File: src/rtl/single_exp_range_reduce.sv
// Range reduction front end for single-precision exp/exp2: t = a*log2(e) (or a),
// split into integer n = floor(t + 0.5) and fraction f = t - n as a single.
module single_exp_range_reduce #(
  parameter int unsigned MODE_E = 1
) (
  input  logic               clk,
  input  logic               rst,
  input  logic               in_valid,
  input  logic [31:0]        a,
  output logic               out_valid,
  output logic [31:0]        fpart,
  output logic signed [8:0]  n,
  output logic               ovf,
  output logic               unf,
  output logic               nan
);

  localparam logic [23:0] Log2eSig = 24'hB8AA3B;

  // Pipeline state: input capture, then five processing stages (s5 = output regs)
  logic               in_valid_q, s1_valid_q, s2_valid_q, s3_valid_q, s4_valid_q;
  logic [31:0]        a_q;
  logic               s1_sign_q, s1_nan_q, s1_inf_q, s1_zero_q;
  logic [7:0]         s1_exp_q;
  logic [23:0]        s1_sig_q;
  logic               s2_sign_q, s2_nan_q, s2_inf_q, s2_zero_q;
  logic signed [9:0]  s2_e_q;
  logic [23:0]        s2_sig_q;
  logic signed [33:0] s3_t_q;
  logic               s3_nan_q, s3_ovf_q, s3_unf_q;
  logic signed [8:0]  s4_n_q;
  logic signed [24:0] s4_f_q;
  logic               s4_nan_q, s4_ovf_q, s4_unf_q;

  // Stage 2: significand scaling by log2(e)
  logic [47:0]        prod;
  logic [24:0]        prod_top;
  logic [23:0]        s2_sig_d;
  logic signed [9:0]  s2_e_d;

  always_comb begin
    prod     = {24'd0, s1_sig_q} * {24'd0, Log2eSig};
    prod_top = 25'(prod >> 23);
    s2_e_d   = $signed({2'b00, s1_exp_q}) - 10'sd127;
    s2_sig_d = s1_sig_q;
    if (MODE_E != 0) begin
      if (prod_top[24]) begin
        s2_sig_d = prod_top[24:1];
        s2_e_d   = s2_e_d + 10'sd1;
      end else begin
        s2_sig_d = prod_top[23:0];
      end
    end
  end

  // Stage 3: float to Q9.24 with saturation detection
  logic signed [9:0]  sh;
  logic [9:0]         rs;
  logic [31:0]        mag;
  logic signed [33:0] s3_t_d;
  logic               s3_ovf_d, s3_unf_d;

  always_comb begin
    sh       = s2_e_q + 10'sd1;
    rs       = 10'(-sh);
    mag      = '0;
    s3_t_d   = '0;
    s3_ovf_d = 1'b0;
    s3_unf_d = 1'b0;
    if (s2_nan_q) begin
      s3_t_d = '0;
    end else if (s2_inf_q || (!s2_zero_q && s2_e_q > 10'sd6)) begin
      // |t| >= 128: positive overflows, negative is far below -126
      s3_ovf_d = !s2_sign_q;
      s3_unf_d = s2_sign_q;
    end else if (!s2_zero_q) begin
      if (sh >= 10'sd0) mag = {8'd0, s2_sig_q} << sh[2:0];
      else              mag = {8'd0, s2_sig_q} >> rs;
      if (s2_sign_q && mag > 32'h7E00_0000) s3_unf_d = 1'b1;
      else s3_t_d = s2_sign_q ? -$signed({2'b00, mag}) : $signed({2'b00, mag});
    end
  end

  // Stage 4: round to nearest integer, ties toward +inf
  logic signed [33:0] sum, f_full;
  logic signed [9:0]  n_full;
  logic signed [8:0]  s4_n_d;

  always_comb begin
    sum    = s3_t_q + 34'sd8388608;
    n_full = 10'(sum >>> 24);
    f_full = s3_t_q - $signed({n_full, 24'd0});
    s4_n_d = n_full[8:0];
    if (s3_nan_q)      s4_n_d = 9'sd0;
    else if (s3_ovf_q) s4_n_d = 9'sd128;
    else if (s3_unf_q) s4_n_d = -9'sd127;
  end

  // Stage 5: exact fixed to float conversion of f
  logic [23:0] m;
  logic [4:0]  p;
  logic [7:0]  fe;
  logic [22:0] fm;
  logic [31:0] fpart_d;

  always_comb begin
    m = 24'(s4_f_q[24] ? -s4_f_q : s4_f_q);
    p = '0;
    for (int i = 0; i < 24; i++) begin
      if (m[i]) p = 5'(i);
    end
    fe = 8'd103 + {3'd0, p};
    fm = 23'(m << (5'd23 - p));
    if (s4_nan_q)                  fpart_d = 32'h7FC0_0000;
    else if (s4_ovf_q || s4_unf_q) fpart_d = '0;
    else if (m == '0)              fpart_d = '0;
    else                           fpart_d = {s4_f_q[24], fe, fm};
  end

  always_ff @(posedge clk) begin
    if (rst) begin
      in_valid_q <= 1'b0;
      s1_valid_q <= 1'b0;
      s2_valid_q <= 1'b0;
      s3_valid_q <= 1'b0;
      s4_valid_q <= 1'b0;
      out_valid  <= 1'b0;
      fpart      <= '0;
      n          <= '0;
      ovf        <= 1'b0;
      unf        <= 1'b0;
      nan        <= 1'b0;
    end else begin
      in_valid_q <= in_valid;
      s1_valid_q <= in_valid_q;
      s2_valid_q <= s1_valid_q;
      s3_valid_q <= s2_valid_q;
      s4_valid_q <= s3_valid_q;
      out_valid  <= s4_valid_q;
      if (s4_valid_q) begin
        fpart <= fpart_d;
        n     <= s4_n_q;
        ovf   <= s4_ovf_q;
        unf   <= s4_unf_q;
        nan   <= s4_nan_q;
      end
    end
  end

  // Datapath registers advance only with their valid bit
  always_ff @(posedge clk) begin
    if (in_valid) a_q <= a;
    if (in_valid_q) begin
      s1_sign_q <= a_q[31];
      s1_exp_q  <= a_q[30:23];
      s1_sig_q  <= {1'b1, a_q[22:0]};
      s1_nan_q  <= (a_q[30:23] == 8'hFF) && (a_q[22:0] != '0);
      s1_inf_q  <= (a_q[30:23] == 8'hFF) && (a_q[22:0] == '0);
      s1_zero_q <= (a_q[30:23] == 8'h00);
    end
    if (s1_valid_q) begin
      s2_sign_q <= s1_sign_q;
      s2_e_q    <= s2_e_d;
      s2_sig_q  <= s2_sig_d;
      s2_nan_q  <= s1_nan_q;
      s2_inf_q  <= s1_inf_q;
      s2_zero_q <= s1_zero_q;
    end
    if (s2_valid_q) begin
      s3_t_q   <= s3_t_d;
      s3_nan_q <= s2_nan_q;
      s3_ovf_q <= s3_ovf_d;
      s3_unf_q <= s3_unf_d;
    end
    if (s3_valid_q) begin
      s4_n_q   <= s4_n_d;
      s4_f_q   <= 25'(f_full);
      s4_nan_q <= s3_nan_q;
      s4_ovf_q <= s3_ovf_q;
      s4_unf_q <= s3_unf_q;
    end
  end

endmodule

File: config.mk
export PLATFORM = sky130hd
export DESIGN_NAME = single_exp_range_reduce
export DESIGN_NICKNAME = d
export VERILOG_FILES = /design/src/rtl/single_exp_range_reduce.sv
export SDC_FILE = /design/constraint.sdc
export NUM_CORES = 1
export LEC_CHECK = 0
export CORE_MARGIN = 2
export CORE_UTILIZATION = 55
export CTS_CLUSTER_DIAMETER = 30
export DETAILED_ROUTE_END_ITERATION = 7
export PLACE_DENSITY = 0.75
export SLEW_MARGIN = 10
export SYNTH_ARGS = -nofsm -noshare
export SYNTH_HDL_FRONTEND = slang
export SYNTH_SLANG_ARGS = --single-unit
File: constraint.sdc
create_clock -name clk -period 12.15 [get_ports clk]
set_input_delay 2.43 -clock clk [delete_from_list [all_inputs] [get_ports clk]]
set_output_delay 2.43 -clock clk [all_outputs]
set_load 0.005 [all_outputs]
==> results, run 1 <==
- The worst hold path was traced through 0 stages.
- The number of antenna diodes in the final layout is 0.
- The number of nets produced by synthesis is 3042.
- The flow ran to the end, and the final reports show no timing, DRC or antenna violations.
- The final RePlAce weighted congestion is between 0.9 and 1.
- The setup check on the worst reg-to-reg path leaves a slack of about 3.9 ns.
- The transition time at the pin with the least slew margin is 1.083 ns.
- Entering global routing, the biggest net connects 65 pins.
- Of the synthesized area, sequential elements account for between 20% and 30%.
- In the final layout, the multi-input gates occupy 16260 µm².
- The number of different library cells used by synthesis comes to 100.
- Summed over all instances, the cell type with the most area after synthesis is sky130_fd_sc_hd__edfxtp_1.
- The floorplan has 77 rows.
- The post-route antenna net violation count is 0.
- The hold buffer count at CTS is 0.
- The number of endpoints with negative hold slack in the final report is 0.
- The maximum clock rate is 120.8 MHz.
- The CTS tree is done.
- During I/O placement, the number of pins put on the boundary was 80.
- The proportion of synthesized flip-flops having asynchronous set or reset is 0%.
- Summing all flip-flop and latch instances after layout gives approximately 6300 µm².
- The layout has 3552 filler cells.
- The max-capacitance violation count is 0.
- The pre-antenna-repair detailed-routing pass consisted of 6 iterations.
- The number of buffer cells added on primary ports is 79.
- The category of the critical setup timing path is reg2reg.
- The tree is rooted in a sky130_fd_sc_hd__clkbuf_16.
- The data required time of the worst path is 12.46 ns.
- After synthesis the cells add up to ~24000 µm².
- On the final layout, the worst hold slack is 0.4083 ns.
- From synthesis to final layout, the design area changed by 11.57%.
- The vertical extent of the die is 214.9 µm.
- The initial DRC count is between 1500 and 2000.
- The worst hold path begins at s3_t_q[11].
- The part of the cycle the worst path needs is 68.12%.
- The number of warnings printed during yosys synthesis is 0.
- The count of pins over their slew limit is 0.
- Cells with a size suffix above 1 make up 7.244% of the layout.
- The maximum clock insertion buffer count is 3.
- The average routed wire per standard cell is 20.50 µm.
- The hold path endpoint is s4_f_q[11].
- The area inside the core boundary is between 40000 and 50000 µm².
- The effective utilization at floorplan is a little under three fifths.
- The number of buffers inserted to repair setup after CTS is 0.
- On the critical path, the stage with the largest delay is an instance of sky130_fd_sc_hd__edfxtp_1.
- The layout net count is 3081.
- After synthesis, the cell types taking the most area are sky130_fd_sc_hd__edfxtp_1 22%, sky130_fd_sc_hd__fa_1 18%, sky130_fd_sc_hd__ha_1 13%, sky130_fd_sc_hd__inv_1 5.6%, sky130_fd_sc_hd__mux2i_1 4.2%.
- Headroom to the max-slew limit came out at 27.12%.
- The clock tree synthesis step divided the H-tree into 2 levels.
- The clock transition at the registers of the reported paths is about 0.050 ns.
- The synthesized area per cell is 9.659 µm².
- The clock latency on the worst-skew pair is 0.59 ns.
- The floorplan step set the die width to 214.9 µm.
- Setup repair after global routing left no endpoint under its margin.
- Counting flops with a built-in enable in the synthesized netlist gives 178.
- The kind of path behind the tightest hold check is reg2reg.
- Synthesis produced a netlist whose cell count is between 2000 and 3000.
- The nature of the critical path startpoint is a flip-flop.
- The vias after detailed routing is approximately 19000.
- The initial antenna violation count was 0.
- The endpoint kind of the worst setup timing path is a flip-flop.
- Counting I/O delays and the setup requirement, the final critical path takes 8.277 ns.
- The via count of the first global-routing pass is around 20000.
- The routed via count divided by cell count is about 6.0.
- The first global-routing pass estimated between 100000 and 150000 µm of wire.
- The number of buffers inserted during clock tree synthesis is 47.
- The global-route congestion overflow total is 0.
- For this run, design rule violations remaining after detail routing come to 0.
- The data arrival time at the worst-slack endpoint is 8.59 ns.
- Clock tree synthesis found a total of 228 sinks.
- The aggregate routed wire length is between 60000 and 70000 µm.
- Setup violations remaining at the end of the flow were counted as 0.
- The register bit count reported by yosys is 228.
- Across every metal layer, demand over resource in global routing totals between 20 and 30%.
- Along the worst path, the maximum fanout reaches 24.
- Post-CTS repair changed the size of 0 cells.
- The most used flip-flop cell after synthesis is sky130_fd_sc_hd__edfxtp_1.
- For this run, the slowest stage of the critical path takes 0.67 ns.
- After synthesis, the largest area contributor takes up 21.86% of total cell area.
- The worst flop-to-flop path endpoint is s2_sig_q[9].
- The total half-perimeter wirelength after legalization and detailed placement is between 50000 and 60000 µm.
- The worst clock skew is about 0.035 ns.
- The launch instance of the worst register-to-register path is s1_sig_q[7].
- The die covers 46170 µm².
- For the worst flop-to-flop path, the logic depth is 25.
- The final sum of negative setup slack is 0 ns.
[flip-flops by register name, summed over array words and instances, names as in the netlist, 8 cells and up]
signal and cells:
s1_sig_q 23, s2_e_q 10, s3_t_q 33, a_q 32, n 9, s1_exp_q 8
s4_f_q 25, s2_sig_q 24, fpart 32, s4_n_q 9
[cell families after synthesis]
| group | share of synthesized area, % |
|---|---|
| adders and majority gates | 30.99 |
| xor gates and xnor gates | 3.458 |
| DFF | 25.95 |
| buffers and inverters | 7.607 |
| muxes | 6.241 |
| and+or+nand+nor | 13.41 |
| AOI/OAI and AO/OA | 12.34 |
[Yosys cell counts, types with 10 or more instances]
library cell	instances
sky130_fd_sc_hd__inv_1	367
sky130_fd_sc_hd__ha_1	257
sky130_fd_sc_hd__fa_1	218
sky130_fd_sc_hd__nor2_1	201
sky130_fd_sc_hd__edfxtp_1	178
sky130_fd_sc_hd__nand2_1	155
sky130_fd_sc_hd__a21oi_1	138
sky130_fd_sc_hd__mux2i_1	103
sky130_fd_sc_hd__o21ai_0	96
sky130_fd_sc_hd__clkbuf_1	70
sky130_fd_sc_hd__nor3_1	53
sky130_fd_sc_hd__dfxtp_1	50
sky130_fd_sc_hd__nand3_1	46
sky130_fd_sc_hd__xnor2_1	46
sky130_fd_sc_hd__xor2_1	45
sky130_fd_sc_hd__mux2_2	26
sky130_fd_sc_hd__nor4_1	26
sky130_fd_sc_hd__buf_2	25
sky130_fd_sc_hd__nand4_1	24
sky130_fd_sc_hd__a21o_1	22
sky130_fd_sc_hd__nand2b_1	21
sky130_fd_sc_hd__o31ai_1	20
sky130_fd_sc_hd__and3_1	19
sky130_fd_sc_hd__o22ai_1	19
sky130_fd_sc_hd__or3_1	19
sky130_fd_sc_hd__a31oi_1	18
sky130_fd_sc_hd__a211oi_1	17
sky130_fd_sc_hd__o211ai_1	15
sky130_fd_sc_hd__and2_1	14
sky130_fd_sc_hd__nor2b_1	12
sky130_fd_sc_hd__or4_1	12
sky130_fd_sc_hd__or2_2	10
[metrics by stage]
step / util (%) / setup WS (ns) / instance area (µm²) / instances
after CTS: 61.98 / 3.959 / 27290 / 3201
after global placement: 58.34 / 4.270 / 25680 / 3114
after floorplan: - / 5.015 / 24460 / 2532
after detailed placement: 58.34 / 4.044 / 25680 / 3114
final: 61.98 / 3.873 / 27290 / 3201
after global routing: 61.98 / 3.378 / 27290 / 3201
[per-layer routing]
metal | track usage (%) | vias to the layer above | share of wire [%]
li1 | - | 8913 | -
met1 | 35.31 | 9379 | 39
met2 | 50.74 | 711 | 50
met3 | 3.383 | 198 | 5.1
met4 | 13.84 | 0 | 5.0
met5 | 0 | - | 0
[worst max-delay path: cells and delay by family, from the launching register on]
family	cells	cell delay, ns
compound gates	3	0.89
fa+ha+maj	8	4.06
buf+inv	7	0.77
flops	1	0.67
simple gates	7	1.61
[final cells by class]
type                    count  share of cell area [%]
flip-flops and latches    228                   23.26
well taps                 592                   2.714
clock inverters            38                   1.536
multi-input cells        1824                   59.58
clock buffers              49                   4.338
inverters                 369                   5.076
repair buffers            101                   3.503
[cell usage in the layout, fill, tap and decap left out, types with 24 or more instances in the layout]
master / instances
sky130_fd_sc_hd__nor4_1: 26
sky130_fd_sc_hd__edfxtp_1: 178
sky130_fd_sc_hd__ha_1: 256
sky130_fd_sc_hd__nor3_1: 53
sky130_fd_sc_hd__clkdlybuf4s50_1: 79
sky130_fd_sc_hd__clkbuf_16: 47
sky130_fd_sc_hd__fa_1: 218
sky130_fd_sc_hd__dfxtp_1: 50
sky130_fd_sc_hd__mux2_2: 26
sky130_fd_sc_hd__o21ai_0: 96
sky130_fd_sc_hd__nand2_1: 155
sky130_fd_sc_hd__inv_1: 367
sky130_fd_sc_hd__xnor2_1: 46
sky130_fd_sc_hd__xor2_1: 45
sky130_fd_sc_hd__mux2i_1: 103
sky130_fd_sc_hd__nand3_1: 46
sky130_fd_sc_hd__nor2_1: 201
sky130_fd_sc_hd__nand4_1: 24
sky130_fd_sc_hd__a21oi_1: 138
[worst max path at each step]
stage,cells past startpoint,slack (ns),startpoint,to
finish,25,3.87,s1_sig_q[7],s2_sig_q[9]
global route,26,3.38,s1_sig_q[21],s2_sig_q[9]
CTS,24,3.96,s1_sig_q[22],s2_sig_q[9]
detailed placement,24,4.04,s1_sig_q[7],s2_sig_q[9]
global placement,23,4.27,s1_sig_q[22],s2_sig_q[9]
floorplan,26,5.02,s1_sig_q[7],s2_sig_q[2]
Power of run 1 is not shown: default switching activity piles up to over one toggle a cycle in this logic, so the estimate is an artifact.
==> run 2, diff against run 1 <==
- PLACE_DENSITY: 0.75 -> 0.78
- clock period: 12.15 -> 7 ns (I/O delays scaled with it)
==> run 2 against run 1 <==
Net effect: the flow now finishes with violations (negative setup slack); worst setup slack lost 4.1 ns; fmax grew 15%; utilization grew 4.4 points; sequential share of layout area shrank 1.6 points; cell count grew 4.8%; critical path depth shrank 1; via count grew 6.7%; critical endpoint is now s2_sig_q[3].
==> results, run 2 (synthesis gave the netlist of run 1 again) <==
- The flow ran to the end, but the final reports show violations.
- The final reports fail on negative setup slack.
- The number of buffer cells added on primary ports came to 79 (unchanged).
- The effective utilization at floorplan is 55.55% (unchanged).
- Setup repair after global routing could not meet its margin everywhere.
- The most frequent cell on the critical path is sky130_fd_sc_hd__fa_1.
- The routed via count divided by cell count is 6.106 (+1.8%).
- The worst clock skew was 0.02409 ns (-0.01080 ns).
- The min-delay analysis places its worst path in the category reg2reg.
- The data required time of the worst path is 7.31 ns (-5.15 ns).
- The number of buffers inserted during clock tree synthesis is 46 (-2.1%).
- The library cell used most frequently in the layout, excluding fill and tap cells, is sky130_fd_sc_hd__inv_1.
- The worst setup path is launched from a flip-flop.
- The wire length of the first global-routing pass was 107700 µm (+2.4%).
- The transition time at the pin with the least slew margin is 1.009 ns (-0.07414 ns).
- The buffering stage count on the worst path with inverters included is 5 (-2).
- The post-route antenna net violation count is 0 (unchanged).
- For this design, the slowest cell found on the critical path is sky130_fd_sc_hd__fa_1.
- Leaving out fill and tap cells, the most frequent cells in the layout are 359 x sky130_fd_sc_hd__inv_1, 231 x sky130_fd_sc_hd__ha_1, 206 x sky130_fd_sc_hd__fa_1.
- The total half-perimeter wirelength after legalization and detailed placement is 53560 µm (+2.6%).
- The final critical path time including I/O delays and setup was 7.188 ns (-1.089 ns).
- The number of H-tree levels is 2 (unchanged).
- The largest net degree at the start of global routing is 63 (-3.1%).
- The DRC violation count after routing came to 0 (unchanged).
- The filler cell count in the final layout is 3198 (-10%).
- The largest registers in the layout are s3_t_q x33, a_q x32, fpart x32.
- The maximum clock rate came to 139.1 MHz (+15%).
- The area enclosed by the die boundary came to 46170 µm² (unchanged).
- The max-slew headroom at the worst pin came to 32.73% (+5.6 points).
- The average routed wire per standard cell came to 21.40 µm (+4.4%).
- The part of the cycle the worst path needs is 102.7% (+35 points).
- The via count of the first global-routing pass is 20188 (+2.3%).
- The count of pins over their slew limit is 0 (unchanged).
- The area occupied by registers is 6346 µm² (unchanged).
- The dominant delay contributor by cell family on the critical path is adder cells.
- The clock sink count is 228 (unchanged).
- The vertical extent of the die was 214.9 µm (unchanged).
- The peak fanout along the critical path is 5 (-79%).
- Traced cell by cell, the critical path runs through buf_6 > fa_1 > fa_1 > ha_4 > fa_2 > fa_1 > inv_1 > fa_1 > inv_2 > fa_1 > ha_1 > o21a_1 > o211ai_1 > a211oi_2 > o2111ai_2 > a211oi_4 > buf_4 > o21ai_4 > a21oi_2 > and3b_2 > buf_6 > or3_1 > o21ai_1 > nor2_1.
- The global-route congestion overflow total is 0 (unchanged).
- The layout net count is 3236 (+5.0%).
- The number of flip-flops in the largest register was 33 (unchanged).
- The final RePlAce weighted congestion came to 0.9970 (+4.6%).
- The biggest cell delay along the critical path is 0.56 ns (-0.11 ns).
- The clock latency on the worst-skew pair is 0.57 ns (-0.02 ns).
- The share of post-route cells with drive strength above 1 is 16.00% (+8.8 points).
- The count of endpoints failing setup in the final report is 30 (+30).
- Ranked by flip-flop count, first place goes to s3_t_q.
- The max-capacitance violation count was 0 (unchanged).
- The aggregate routed wire length came to 71790 µm (+9.4%).
- The setup path with the least slack is of type reg2reg.
- The initial DRC count is 1925 (+22%).
- The smallest setup slack after layout came to -0.1880 ns (-4.061 ns).
- The total iterations of the first detailed-routing run came to 6 (unchanged).
- The total global-route track usage came to 29.43% (+0.58 points).
- The antenna diode count is 0 (unchanged).
- The CTS tree is done.
- The final cell utilization of the core is 66.41% (+4.4 points).
- STA classifies the critical path endpoint as a flip-flop.
- The vias after detailed routing came to 20481 (+6.7%).
- The layout overhead on the synthesized area is 19.55%.
- The maximum clock insertion buffer count is 3 (unchanged).
- The area of the multi-input gates is 16940 µm² (+4.2%).
- The width of the chip is 214.9 µm (unchanged).
- The area inside the core boundary is 44030 µm² (unchanged).
- The initial antenna violation count was 0 (unchanged).
- The clock root buffer master is sky130_fd_sc_hd__clkbuf_16.
- The floorplan row count is 77 (unchanged).
- The number of endpoints with negative hold slack in the final report came to 0 (unchanged).
- The data arrival time at the worst-slack endpoint came to 7.49 ns (-1.10 ns).
- The clock transition at the registers of the reported paths came to 0.05 ns (about the same).
- The total I/O pin count came to 80 (unchanged).
## run 2: final cells by class
type,instances,share of cell area (%)
well taps,592,2.533
inverters,369,4.750
clock buffers,53,4.095
multi-input cells,1824,57.92
repair buffers,257,7.848
flip-flops and latches,228,21.70
clock inverters,31,1.147
## run 2: repair_timing
item                                    CTS  global route
hold buffers                              0             0
endpoints found under the setup margin   33            33
resized for setup                        13           144
buffers inserted                         14            44
pin swaps                                 7            90
cloned                                    0             4
## run 2: final timing paths
| path | from | to | slack (ns) | cells past startpoint |
|---|---|---|---|---|
| min reg2reg | s3_t_q[15] | s4_f_q[15] | 0.41 | 0 |
| min | s3_t_q[15] | s4_f_q[15] | 0.41 | 0 |
| max reg2reg | s1_sig_q[12] | s2_sig_q[3] | -0.19 | 24 |
| max | s1_sig_q[12] | s2_sig_q[3] | -0.19 | 24 |
## run 2: per-stage QoR
stage          hold slack, ns  area (µm²)  std cells  setup slack [ns]  setup TNS [ns]
2_1_floorplan          0.4003       24460       2532          -0.05640        -0.05640
3_3_place_gp           0.4011       26440       3209           -0.1168         -0.8189
3_5_place_dp           0.4045       26440       3209           -0.2878          -4.595
4_1_cts                0.4176       28140       3307          0.005453               0
5_1_grt                0.4184       29240       3354           -0.3095          -5.958
6_report               0.4145       29240       3354           -0.1880          -1.923
## run 2: metal layers
metal	track usage (%)	share of wire (%)	vias up
li1	-	-	9205
met1	35.48	37	9977
met2	50.96	50	1004
met3	4.827	6.6	295
met4	14.93	6.4	0
met5	0	0	-
Power of run 2 is left out for the same reason.
==> run 3, diff against run 2 <==
- DONT_BUFFER_PORTS: unset -> 1
- PLACE_DENSITY: 0.78 -> 0.75
- SLEW_MARGIN: 10 -> unset
==> run 3 against run 2 <==
Net effect: the run now ends clean; wire length fell by 5.6%; first-iteration DRC count fell by 8.8%; critical path depth did not move; global-route usage fell by 0.73 points.
==> results, run 3 (synthesis gave the netlist of run 1 again) <==
- The number of cells traversed by the worst hold path is 0 (unchanged).
- The clock transition at the registers of the reported paths is 0.05 ns (about the same).
- The final sum of negative setup slack is 0 ns (+1.923 ns).
- The max-slew headroom at the worst pin is 23.84% (-8.9 points).
- The layout net count was 3122 (-3.5%).
- The transition time at the pin with the least slew margin was 1.132 ns (+0.1228 ns).
- The CTS tree is done.
- The final hold slack is 0.4157 ns (+0.001166 ns).
- The post-route antenna net violation count was 0 (unchanged).
- The antenna diode count came to 0 (unchanged).
- The worst hold path belongs to the class reg2reg.
- The final critical path time including I/O delays and setup is 6.921 ns (-0.2668 ns).
- The total I/O pin count is 80 (unchanged).
- The maximum clock rate is 144.5 MHz (+3.9%).
- The top cell types in the final layout, fill and taps aside, are 364 x sky130_fd_sc_hd__inv_1, 242 x sky130_fd_sc_hd__ha_1, 206 x sky130_fd_sc_hd__fa_1.
- The average routed wire per standard cell is 20.92 µm (-2.2%).
- The cell family contributing the most delay on the critical path is adder cells.
- The pre-CTS worst setup slack is -0.1534 ns (+0.1344 ns).
- The filler cell count in the final layout came to 3426 (+7.1%).
- The DRC violation count after routing is 0 (unchanged).
- The number of buffer cells added on primary ports is 0 (-100%).
- The nature of the critical path startpoint is a flip-flop.
- The part of the cycle the worst path needs is 98.88% (-3.8 points).
- The critical path goes through buf_6 > fa_2 > fa_1 > ha_1 > inv_2 > fa_1 > fa_1 > inv_2 > fa_2 > fa_2 > ha_4 > a21o_1 > a21o_1 > a221o_1 > a31oi_4 > and3_4 > a211oi_4 > buf_4 > o31a_1 > nand2_1 > a31oi_1 > or3_1 > a21oi_2 > and3b_1.
- The most flop-heavy register is s3_t_q.
- The endpoint kind of the worst setup timing path is a flip-flop.
- The master of the slowest instance on the critical path is sky130_fd_sc_hd__fa_2.
- The count of endpoints failing setup in the final report is 0 (-100%).
- The smallest setup slack after layout was 0.07874 ns (+0.2668 ns).
- The vertical extent of the die is 214.9 µm (unchanged).
- The flow ran to the end, and the final reports show no timing, DRC or antenna violations.
- The number of flip-flops in the largest register is 33 (unchanged).
- The global-route congestion overflow total is 0 (unchanged).
- The data required time of the worst path is 7.31 ns (about the same).
- The initial DRC count came to 1756 (-8.8%).
- Relative to the synthesized area, the layout overhead comes to 13.12%.
- The depth of the worst register-to-register path was 24 (unchanged).
- The area inside the core boundary is 44030 µm² (unchanged).
- The most common cell after layout, fill and taps aside is sky130_fd_sc_hd__inv_1.
- The clock latency on the worst-skew pair is 0.57 ns (about the same).
- The data arrival time at the worst-slack endpoint is 7.24 ns (-0.25 ns).
- The largest net degree at the start of global routing is 62 (-1.6%).
- Setup repair after global routing could not meet its margin everywhere.
- The routed via count divided by cell count is 6.140 (+0.56%).
- The worst clock skew is 0.02779 ns (+0.003694 ns).
- The number of H-tree levels came to 2 (unchanged).
- The total global-route track usage is 28.70% (-0.73 points).
- The maximum clock insertion buffer count is 3 (unchanged).
- The via count of the first global-routing pass is 19911 (-1.4%).
- The number of buffers inserted during clock tree synthesis is 44 (-4.3%).
- The width of the chip is 214.9 µm (unchanged).
- The biggest cell delay along the critical path is 0.54 ns (-0.02 ns).
- The total half-perimeter wirelength after legalization and detailed placement was 52020 µm (-2.9%).
- The floorplan row count is 77 (unchanged).
- The area enclosed by the die boundary came to 46170 µm² (unchanged).
- The wire length of the first global-routing pass is 105200 µm (-2.3%).
- The max-capacitance violation count is 0 (unchanged).
- The vias after detailed routing came to 19889 (-2.9%).
- The buffering stage count on the worst path with inverters included came to 4 (-1).
- CTS placed an instance of sky130_fd_sc_hd__clkbuf_16 at the clock tree root.
- In the final layout, the registers with the most flip-flops are s3_t_q x33, a_q x32, fpart x32.
- The number of stages on the worst setup path is 24 (unchanged).
- The aggregate routed wire length is 67780 µm (-5.6%).
- The share of post-route cells with drive strength above 1 is 13.45% (-2.6 points).
- The total iterations of the first detailed-routing run is 5 (-1).
- The number of endpoints with negative hold slack in the final report is 0 (unchanged).
- The category of the critical setup timing path is reg2reg.
- The final RePlAce weighted congestion came to 1.022 (+2.5%).
- The peak fanout along the critical path is 4 (-1).
- The effective utilization at floorplan is 55.55% (unchanged).
- The clock sink count is 228 (unchanged).
- The initial antenna violation count is 0 (unchanged).
- The count of pins over their slew limit came to 0 (unchanged).
-- run 3: cell count changes in the layout (fill, tap and decap cells not counted), moves of 6 or more --
| cell | previous run | this run |
|---|---|---|
| sky130_fd_sc_hd__buf_4 | 146 | 132 |
| sky130_fd_sc_hd__buf_6 | 26 | 11 |
| sky130_fd_sc_hd__clkdlybuf4s50_1 | 79 | 0 |
| sky130_fd_sc_hd__clkinvlp_4 | 9 | 3 |
| sky130_fd_sc_hd__ha_1 | 231 | 242 |
| sky130_fd_sc_hd__ha_4 | 21 | 11 |
| sky130_fd_sc_hd__inv_6 | 4 | 11 |
| sky130_fd_sc_hd__nor2_1 | 194 | 201 |
| sky130_fd_sc_hd__o21ai_0 | 87 | 95 |
| sky130_fd_sc_hd__o21ai_1 | 6 | 0 |
-- run 3: cell type report --
class / instances / area [µm²] / area share (%)
Timing Repair Buffer: 145 / 1155 / 4.174
Clock buffer: 53 / 1197 / 4.328
Sequential cell: 228 / 6346 / 22.94
Multi-Input combinational cell: 1824 / 16550 / 59.83
Inverter: 369 / 1385 / 5.006
Clock inverter: 28 / 290.3 / 1.049
Tap cell: 592 / 740.7 / 2.677
-- run 3: per-layer routing --
layer | part of all wire [%] | wire, µm | track usage [%] | up-vias
met2 | 49 | 32960 | 48.51 | 888
met3 | 6.4 | 4329 | 4.303 | 270
met1 | 39 | 26130 | 35.26 | 9730
met4 | 6.4 | 4357 | 16.16 | 0
met5 | 0 | 0 | 0 | -
li1 | - | - | - | 9001
-- run 3: path summary, 6_finish.rpt --
kind	from	to	slack, ns
setup / recovery	s1_sig_q[17]	s2_sig_q[18]	0.08
hold / removal	s3_t_q[22]	s4_f_q[22]	0.42
setup reg to reg	s1_sig_q[17]	s2_sig_q[18]	0.08
hold reg to reg	s3_t_q[22]	s4_f_q[22]	0.42
-- run 3: through the flow --
step / instances / util (%) / instance area, µm²
global placement: 3115 / 57.96 / 25520
finish: 3239 / 62.84 / 27670
floorplan: 2532 / - / 24460
CTS: 3196 / 61.38 / 27020
detailed placement: 3115 / 57.96 / 25520
global route: 3239 / 62.84 / 27670
-- run 3: timing repair --
action,4_1_cts,5_1_grt
setup buffers,0,43
endpoints found under the hold margin,0,0
setup endpoints to repair,26,34
hold buffers,0,0
gates resized for setup,4,63
gates cloned,0,0
pin swaps,1,66
Power of run 3 is left out for the same reason.
